[src/rtl/div_unit_if.sv]
// Divider request/response bundle between the EX stage and div_unit.
interface div_unit_if #(
  parameter int unsigned WIDTH = 32
) ();
  logic                 start_i;
  logic                 annul_i;
  logic                 signed_i;
  logic [WIDTH-1:0]     dividend_i;
  logic [WIDTH-1:0]     divisor_i;
  logic                 busy_o;
  logic                 ready_o;
  logic [2*WIDTH-1:0]   result_o;

  // EX stage side: issues the request, watches stall/ready/result.
  modport master (
    output start_i, annul_i, signed_i, dividend_i, divisor_i,
    input  busy_o, ready_o, result_o
  );

  // Divider side.
  modport slave (
    input  start_i, annul_i, signed_i, dividend_i, divisor_i,
    output busy_o, ready_o, result_o
  );
endinterface

[src/rtl/div_unit.sv]
// Radix-2 restoring divider for DIV/DIVU: one quotient bit per clock,
// result presented as {remainder, quotient} for the HI/LO write.
module div_unit #(
  parameter int unsigned WIDTH = 32
) (
  input  logic clk,
  input  logic rst,
  div_unit_if.slave bus
);
  localparam int unsigned CNT_W = $clog2(WIDTH) + 1;
  localparam int unsigned RW    = WIDTH + 1;
  localparam int unsigned RES_W = 2 * WIDTH;

  typedef enum logic [1:0] {IDLE, RUN, DIVZERO, DONE} state_t;

  state_t             state_q, state_d;
  logic [CNT_W-1:0]   cnt_q, cnt_d;
  logic [RW-1:0]      rem_q, rem_d;
  logic [WIDTH-1:0]   quo_q, quo_d;
  logic [WIDTH-1:0]   dsr_q, dsr_d;
  logic               neg_quo_q, neg_quo_d;
  logic               neg_rem_q, neg_rem_d;
  logic               busy_q, busy_d;
  logic               ready_q, ready_d;
  logic [RES_W-1:0]   result_q, result_d;

  logic [RW-1:0]      rem_sh;
  logic [RW-1:0]      diff;
  logic               ge;
  logic [RW-1:0]      rem_nx;
  logic [WIDTH-1:0]   quo_nx;
  logic [WIDTH-1:0]   a_abs;
  logic [WIDTH-1:0]   b_abs;
  logic [WIDTH-1:0]   rem_fix;
  logic [WIDTH-1:0]   quo_fix;

  // State and datapath registers; reset has priority over everything.
  always_ff @(posedge clk) begin
    if (rst) begin
      state_q   <= IDLE;
      cnt_q     <= '0;
      rem_q     <= '0;
      quo_q     <= '0;
      dsr_q     <= '0;
      neg_quo_q <= 1'b0;
      neg_rem_q <= 1'b0;
      busy_q    <= 1'b0;
      ready_q   <= 1'b0;
      result_q  <= '0;
    end else begin
      state_q   <= state_d;
      cnt_q     <= cnt_d;
      rem_q     <= rem_d;
      quo_q     <= quo_d;
      dsr_q     <= dsr_d;
      neg_quo_q <= neg_quo_d;
      neg_rem_q <= neg_rem_d;
      busy_q    <= busy_d;
      ready_q   <= ready_d;
      result_q  <= result_d;
    end
  end

  // Next-state, iteration datapath and registered-output values.
  always_comb begin
    state_d   = state_q;
    cnt_d     = cnt_q;
    rem_d     = rem_q;
    quo_d     = quo_q;
    dsr_d     = dsr_q;
    neg_quo_d = neg_quo_q;
    neg_rem_d = neg_rem_q;
    busy_d    = 1'b0;
    ready_d   = ready_q;
    result_d  = result_q;

    // Partial remainder never exceeds 2*divisor-1, so WIDTH+1 bits suffice.
    rem_sh  = RW'({rem_q, quo_q[WIDTH-1]});
    diff    = rem_sh - {1'b0, dsr_q};
    ge      = (rem_sh >= {1'b0, dsr_q});
    rem_nx  = ge ? diff : rem_sh;
    quo_nx  = {quo_q[WIDTH-2:0], ge};
    rem_fix = neg_rem_q ? (WIDTH'(0) - rem_nx[WIDTH-1:0]) : rem_nx[WIDTH-1:0];
    quo_fix = neg_quo_q ? (WIDTH'(0) - quo_nx) : quo_nx;

    // Magnitudes as WIDTH-bit unsigned: the most negative value maps to itself.
    a_abs = (bus.signed_i && bus.dividend_i[WIDTH-1]) ? (WIDTH'(0) - bus.dividend_i)
                                                      : bus.dividend_i;
    b_abs = (bus.signed_i && bus.divisor_i[WIDTH-1])  ? (WIDTH'(0) - bus.divisor_i)
                                                      : bus.divisor_i;

    case (state_q)
      IDLE: begin
        if (bus.start_i && !bus.annul_i) begin
          quo_d     = a_abs;
          dsr_d     = b_abs;
          rem_d     = '0;
          cnt_d     = '0;
          neg_quo_d = bus.signed_i & (bus.dividend_i[WIDTH-1] ^ bus.divisor_i[WIDTH-1]);
          neg_rem_d = bus.signed_i & bus.dividend_i[WIDTH-1];
          state_d   = (bus.divisor_i == '0) ? DIVZERO : RUN;
          busy_d    = 1'b1;
        end
      end
      RUN: begin
        if (bus.annul_i) begin
          state_d = IDLE;
        end else begin
          rem_d = rem_nx;
          quo_d = quo_nx;
          cnt_d = cnt_q + CNT_W'(1);
          if (cnt_q == CNT_W'(WIDTH - 1)) begin
            state_d  = DONE;
            ready_d  = 1'b1;
            result_d = {rem_fix, quo_fix};
          end else begin
            busy_d = 1'b1;
          end
        end
      end
      DIVZERO: begin
        if (bus.annul_i) begin
          state_d = IDLE;
        end else begin
          state_d  = DONE;
          ready_d  = 1'b1;
          result_d = '0;
        end
      end
      DONE: begin
        // Held start keeps the result; EX must drop start before a new divide.
        if (!bus.start_i) begin
          state_d  = IDLE;
          ready_d  = 1'b0;
          result_d = '0;
        end
      end
      default: begin
        state_d = IDLE;
      end
    endcase
  end

  assign bus.busy_o   = busy_q;
  assign bus.ready_o  = ready_q;
  assign bus.result_o = result_q;
endmodule

[src/flat_wrapper.sv]
// flat-port wrapper written by rule: the top's interface ports become plain ports
module div_unit_flat 
#(
  parameter int unsigned WIDTH = 32
)
  (clk, rst, bus_start_i, bus_annul_i, bus_signed_i, bus_dividend_i, bus_divisor_i, bus_busy_o, bus_ready_o, bus_result_o);
  div_unit_if #(.WIDTH(WIDTH)) bus_i ();
  input  logic clk;
  input  logic rst;
  input wire logic [$bits(bus_i.start_i)-1:0] bus_start_i;
  input wire logic [$bits(bus_i.annul_i)-1:0] bus_annul_i;
  input wire logic [$bits(bus_i.signed_i)-1:0] bus_signed_i;
  input wire logic [$bits(bus_i.dividend_i)-1:0] bus_dividend_i;
  input wire logic [$bits(bus_i.divisor_i)-1:0] bus_divisor_i;
  output wire logic [$bits(bus_i.busy_o)-1:0] bus_busy_o;
  output wire logic [$bits(bus_i.ready_o)-1:0] bus_ready_o;
  output wire logic [$bits(bus_i.result_o)-1:0] bus_result_o;
  assign bus_i.start_i = bus_start_i;
  assign bus_i.annul_i = bus_annul_i;
  assign bus_i.signed_i = bus_signed_i;
  assign bus_i.dividend_i = bus_dividend_i;
  assign bus_i.divisor_i = bus_divisor_i;
  assign bus_busy_o = bus_i.busy_o;
  assign bus_ready_o = bus_i.ready_o;
  assign bus_result_o = bus_i.result_o;
  div_unit #(.WIDTH(WIDTH)) u_core (.clk(clk), .rst(rst), .bus(bus_i));
endmodule
[config.mk]
export PLATFORM = sky130hd
export DESIGN_NAME = div_unit_flat
export DESIGN_NICKNAME = d
export VERILOG_FILES = /design/src/rtl/div_unit_if.sv /design/src/rtl/div_unit.sv /design/src/flat_wrapper.sv
export SDC_FILE = /design/constraint.sdc
export NUM_CORES = 1
export LEC_CHECK = 0
export ABC_CLOCK_PERIOD_IN_PS = 5710
export CORE_MARGIN = 2
export CORE_UTILIZATION = 35
export CTS_CLUSTER_DIAMETER = 80
export DETAILED_ROUTE_END_ITERATION = 7
export PLACE_DENSITY_LB_ADDON = 0.3
export RECOVER_POWER = 50
export SLEW_MARGIN = 0
export SYNTH_ARGS = -nofsm -noshare
export SYNTH_HDL_FRONTEND = slang
export SYNTH_SLANG_ARGS = --single-unit
[constraint.sdc]
create_clock -name clk -period 5.71 [get_ports clk]
set_clock_uncertainty 0.05 [all_clocks]
set_input_delay 1.142 -clock clk [delete_from_list [all_inputs] [get_ports clk]]
set_output_delay 1.142 -clock clk [all_outputs]
set_load 0.1 [all_outputs]
Yosys cells after proc, flatten, opt, wreduce, memory -nomap -nowiden
Cells that the tools add are included.
Word-level totals
  output and inout port bits: 66
  logic and storage cells: 77
  register bits after elaboration: 172
  input port bits: 69
Operators by class
  equal/unequal tests: 10
  $add $sub $neg: 6
  reductions and logical operators: 12
  magnitude comparators: 1
  bitwise operators: 3
  multiplexer cells: 35
Operators with widths (count)
  $mux W32: 9
  $mux W64: 4
  $pmux W64 S3: 1
  $pmux W32 S2: 2
  $sub A1 B32 Y32 const A: 4
  $ge A33 B32 Y1: 1
  $logic_not A32 Y1: 1
  $sub A32 B32 Y32: 1
  $mux W2: 6
  $mux W6: 2
  $pmux W6 S2: 1
  $pmux W2 S4: 1
  $mux W1: 7
  $add A6 B1 Y6 const B: 1
  $eq A6 B5 Y1 const B: 1
  $ne A2 B2 Y1 const B: 3
  $reduce_and A3 Y1: 2
  $reduce_and A5 Y1: 1
  $eq A2 B2 Y1 const B: 2
  $ne A2 B1 Y1 const B: 2
  $logic_and A1 B1 Y1: 3
  $ne A3 B2 Y1 const B: 1
  $pmux W1 S3: 1
  $reduce_bool A3 Y1: 1
  other kinds (8): 9

Depth between registers and ports, before layout
Gate-level depths: netlist of run 1.
  depth after elaboration: 7
  gate-level depth with buffers: 24
  gate-level depth less buffers: 19

Worst setup path after synthesis of run 1
Ideal clock, no wire load.
  kind: register -> register
  start: register u_core.dsr_q[9]
  end: register u_core.result_q[58] (netlist: u_core.bus.result_o[58])
  path buffers: 5
  setup time: 0.118 ns
  period minus slack after synthesis: 5.289 ns
  data required time: 5.542 ns
  stages on the path, launching flop included: 24
  path slack: 0.421 ns
  data arrival time: 5.121 ns
  cells stage by stage: dfxtp_1 -> inv_1 -> ha_1 -> buf_4 -> nand4_1 -> o221a_4 -> o21a_4 -> a311oi_2 -> or2_1 -> buf_6 -> clkbuf_1 -> clkbuf_1 -> clkbuf_1 -> a21oi_1 -> inv_1 -> ha_1 -> o211ai_1 -> or4_1 -> or3_4 -> a21o_1 -> o41a_1 -> a211oi_2 -> xnor2_1 -> a22o_1
On the way
  longest elaborated chain between the ends: 7
  elaborated cells on any way between the ends: 8
  those cells by class: 2 x add/sub; 1 x order compare; 5 x mux
Ends and longest elaborated chain
  start: declaration: line div_unit.sv:20  | logic [WIDTH-1:0] dsr_q, dsr_d;
  start signal: assignment: line div_unit.sv:55  | dsr_q <= dsr_d;
  $sub A32 B32 Y32 / $ge A33 B32 Y1 (equally long branches): line div_unit.sv:79, div_unit.sv:80
  $mux W32 *: line div_unit.sv:81  | rem_nx = ge ? diff : rem_sh;
  $sub A1 B32 Y32: line div_unit.sv:83  | rem_fix = neg_rem_q ? (WIDTH'(0) - rem_nx[WIDTH-1:0]) : rem_nx[WIDTH-1:0];
  $mux W32 *: line div_unit.sv:83
  $mux W64 *: line div_unit.sv:112  | if (cnt_q == CNT_W'(WIDTH - 1)) begin
  $mux W64 *: line div_unit.sv:106  | if (bus.annul_i) begin
  $pmux W64 S3 *: line div_unit.sv:92  | case (state_q)
  end signal: assignment: line div_unit.sv:60  | result_q <= result_d;
  end: declaration: line div_unit.sv:25  | logic [RES_W-1:0] result_q, result_d;
Mark *: on every way between the ends. The rest lies on a longest branch, timed or not. The select of a mux whose other input is x is not followed.
A chain may end at the register's enable or synchronous reset.

Worst setup path after layout of run 1
  start: register u_core.rem_q[6]
  end: register u_core.result_q[58] (netlist: u_core.bus.result_o[58])
On the way
  longest elaborated chain between the ends: 7
  elaborated cells on any way between the ends: 8
  those cells by class: 2 x add/sub; 1 x order compare; 5 x mux
Ends and longest elaborated chain
  start: declaration: line div_unit.sv:18  | logic [RW-1:0] rem_q, rem_d;
  start signal: assignment: line div_unit.sv:53  | rem_q <= rem_d;
  $sub A32 B32 Y32 / $ge A33 B32 Y1 (equally long branches): line div_unit.sv:79, div_unit.sv:80
  $mux W32 *: line div_unit.sv:81
  $sub A1 B32 Y32: line div_unit.sv:83
  $mux W32 *: line div_unit.sv:83
  $mux W64 *: line div_unit.sv:112
  $mux W64 *: line div_unit.sv:106
  $pmux W64 S3 *: line div_unit.sv:92
Marks and branches as above.

==> impl_metrics.ini, run 1 <==
[clocking]
insertion_delay_ns = 0.45
clkTransAtPathRegs_ns = 0.07
postCtsSetupBuffers = 0
cts_made_buffers = 17
cts_tree = done
cts_sinks = 172
post_cts_resized = 0
cts.path.max_buffers = 2
h-tree-depth = 4
root_buffer = clkbuf_16
cts_hold_buf = 0

[floorplan]
dieArea_sq_um = 35000
rows = 67
die-width_um = 187.1
ioPinCount = 135
die_y_um = 187.1
initial_core_util_pct = 35.25
coreArea_sq_um = 33280

[synthesis]
ys.flop_type = dfxtp_1
synth_cell_types = 79
synth-async-reset-ratio_pct = 0
synth_most_common_cell = nand2_1
synth.area.top_cells = dfxtp_1 29%, nand2_1 6.6%, nor2_1 6.5%, xnor2_1 5.9%, ha_1 4.4%
yosys.area.top_type = dfxtp_1
synth_top_area_share_pct = 29.35
yosysSeqAreaShare_pct = 29.35
synth.net_count = 1703
netlist_top_cells_count = 205 x nand2_1, 202 x nor2_1, 172 x dfxtp_1
syn_area_sq_um = 11730
yosys_register_bits = 172
synth_area_per_cell_sq_um = 7.368
ys_warn_count = 0
syn-instance-count = 1592
synth_edf_count = 0

[sta]
fin_ws_ns = 0.5062
slew_violations = 197
tns_ns = 0
setup_viol = 0
min_period_ns = 5.204
hold_slack_ns = 0.3954
slew_headroom_pct = -116.1
worst_pin_slew_ns = 3.242
report.final.hold_viol_count = 0
fmax_mhz = 192.2
period_share_pct = 91.13
rsz0062_at_grt = false

[routing]
routed_wirelength_um = 38060
dr.pass1.iters = 5
drc = 0
wl_per_cell_um = 18.00
ant_nets = 0
drt_iter0_drc = 854
vias_per_cell = 5.575
vias = 11790

[worst_setup_path]
crit_chain = ha_1 -> nand4_1 -> o221a_4 -> o21a_4 -> a311oi_2 -> or2_2 -> mux2i_1 -> ha_1 -> o211ai_1 -> or4_1 -> or3_4 -> a21o_1 -> o41a_1 -> a211oi_2 -> xnor2_1 -> a22o_1
r2r_setup_slack_ns = 0.51
crit_type = reg2reg
cp-startpoint = u_core.rem_q[6]$_SDFFE_PP0P_
cp.required_ns = 6.01
cp_max_fo = 10
arrival_ns = 5.50
cp-end-kind = flip-flop
cp-endpoint = u_core.bus.result_o[58]$_SDFFE_PP0P_
cp-start-kind = flip-flop
r2r_start = u_core.rem_q[6]$_SDFFE_PP0P_
worst_r2r_path_depth = 16
critPathMostFrequentCell = ha_1
crit_path_max_incr_delay_ns = 0.52
cp_slowest_cell = ha_1
rr_endpoint = u_core.bus.result_o[58]$_SDFFE_PP0P_

[cells_and_area]
finalInstanceArea_sq_um = 13900
layout.cells.non_filler = 2115
final_nets = 1764
post-route-util_pct = 41.75
drive_above_1_share_pct = 4.202
areaGrowthSynthToFinish_pct = 18.46
fill_cells = 3437

[placement]
dp_worst_setup_slack_ns = 0.5943
gp_congestion = 0.9921
portBuffers = 134
dp_cells = 2082
placed_area_sq_um = 13350
hpwl_um = 29450

[grt]
gr-total-overflow = 0
globalRouteTotalUtil_pct = 21.55
grt_pass1_vias = 10820
grt_start_max_net_pins = 69
antenna_found_initial = 0
grt_pass1_wl_um = 60100

[power_and_ir_drop]
p_leak_nw = 5.316
pwr_density_cell_nw_per_um2 = 417.2
peakVddDrop_mv = 0.3505
power_mw = 5.797

[status]
status = finished with violations
violations = capacitance limit, slew limit

[flow_run]
drv_cap = 5

[min_path]
hold_class = reg2reg
## worst max-delay path: cells and delay by family (launching register included)
family	cells	cell delay, ns
adder cells (fa/ha/maj)	2	0.76
flip-flops	1	0.40
multiplexers	1	0.30
AO/OA/AOI/OAI	8	2.12
AND/OR/NAND/NOR	4	1.37
XOR/XNOR	1	0.09
## report_power, final
group          internal [mW]  switching (mW)  total (mW)
logic                  0.970            2.19        3.16
clock network          0.649           0.522        1.17
registers               1.34           0.122        1.46
total                   2.96            2.84        5.80
## cell usage in the layout (no fill, tap or decap), drive strengths merged, types with 40 or more instances in the layout
| cell | n |
|---|---|
| nor3 | 42 |
| a211oi | 40 |
| a21oi | 100 |
| dlygate4sd3 | 68 |
| a22oi | 56 |
| inv | 61 |
| dfxtp | 172 |
| ha | 41 |
| xnor2 | 79 |
| nand2 | 205 |
| o21ai | 85 |
| clkdlybuf4s50 | 65 |
| nand3 | 57 |
| nor2 | 202 |
| xor2 | 53 |
## registers in the layout (all words and copies together), names as in the netlist
register,cells
u_core.bus.ready_o,1
u_core.quo_q,32
u_core.bus.result_o,64
u_core.state_q,2
u_core.dsr_q,32
u_core.bus.busy_o,1
u_core.cnt_q,6
u_core.neg_rem_q,1
u_core.neg_quo_q,1
u_core.rem_q,32
## area by class of cell
class / instances / area [sq um] / share of cell area [%]
Antenna cell: 1 / 2.502 / 0.01801
Clock buffer: 19 / 432.9 / 3.115
Clock inverter: 13 / 138.9 / 0.9995
Inverter: 56 / 212.7 / 1.531
Multi-Input combinational cell: 1255 / 7646 / 55.02
Sequential cell: 172 / 3443 / 24.78
Tap cell: 448 / 560.5 / 4.034
Timing Repair Buffer: 151 / 1459 / 10.50
## worst min-delay path by stage
stage                                              start                                   end  slack [ns]  cells past startpoint
floorplan                  u_core.dsr_q[31]$_SDFFE_PP0P_         u_core.dsr_q[31]$_SDFFE_PP0P_        0.38                      2
global placement    u_core.bus.result_o[63]$_SDFFE_PP0P_  u_core.bus.result_o[63]$_SDFFE_PP0P_        0.39                      2
detailed placement  u_core.bus.result_o[47]$_SDFFE_PP0P_  u_core.bus.result_o[47]$_SDFFE_PP0P_        0.39                      2
CTS                 u_core.bus.result_o[61]$_SDFFE_PP0P_  u_core.bus.result_o[61]$_SDFFE_PP0P_        0.41                      2
global route        u_core.bus.result_o[61]$_SDFFE_PP0P_  u_core.bus.result_o[61]$_SDFFE_PP0P_        0.41                      2
finish              u_core.bus.result_o[63]$_SDFFE_PP0P_  u_core.bus.result_o[63]$_SDFFE_PP0P_        0.40                      2
## routing by layer
metal | vias up | GRT usage (%) | share of wire, %
li1 | 5839 | - | -
met1 | 5520 | 28.89 | 46
met2 | 368 | 35.03 | 46
met3 | 64 | 3.583 | 5.2
met4 | 0 | 7.418 | 2.6
met5 | - | 0 | 0
## kinds of logic after synthesis
family	after synthesis	synth area share, %
simple gates	625	24.12
compound gates	439	25.10
flops	172	29.35
buf+inv	165	5.557
xor+xnor	132	9.856
fa+ha+maj	42	4.544
mux	17	1.472
Note: power is estimated with default switching activity, not from simulation.
==> run 2, diff against run 1 <==
--- a/config.mk
+++ b/config.mk
@@ -12,7 +12,6 @@
 export DETAILED_ROUTE_END_ITERATION = 7
 export PLACE_DENSITY_LB_ADDON = 0.3
 export RECOVER_POWER = 50
-export SLEW_MARGIN = 0
 export SYNTH_ARGS = -nofsm -noshare
 export SYNTH_HDL_FRONTEND = slang
 export SYNTH_SLANG_ARGS = --single-unit
==> results of run 2 <==
The final DEF is identical to that of run 1; final timing and power are the same.
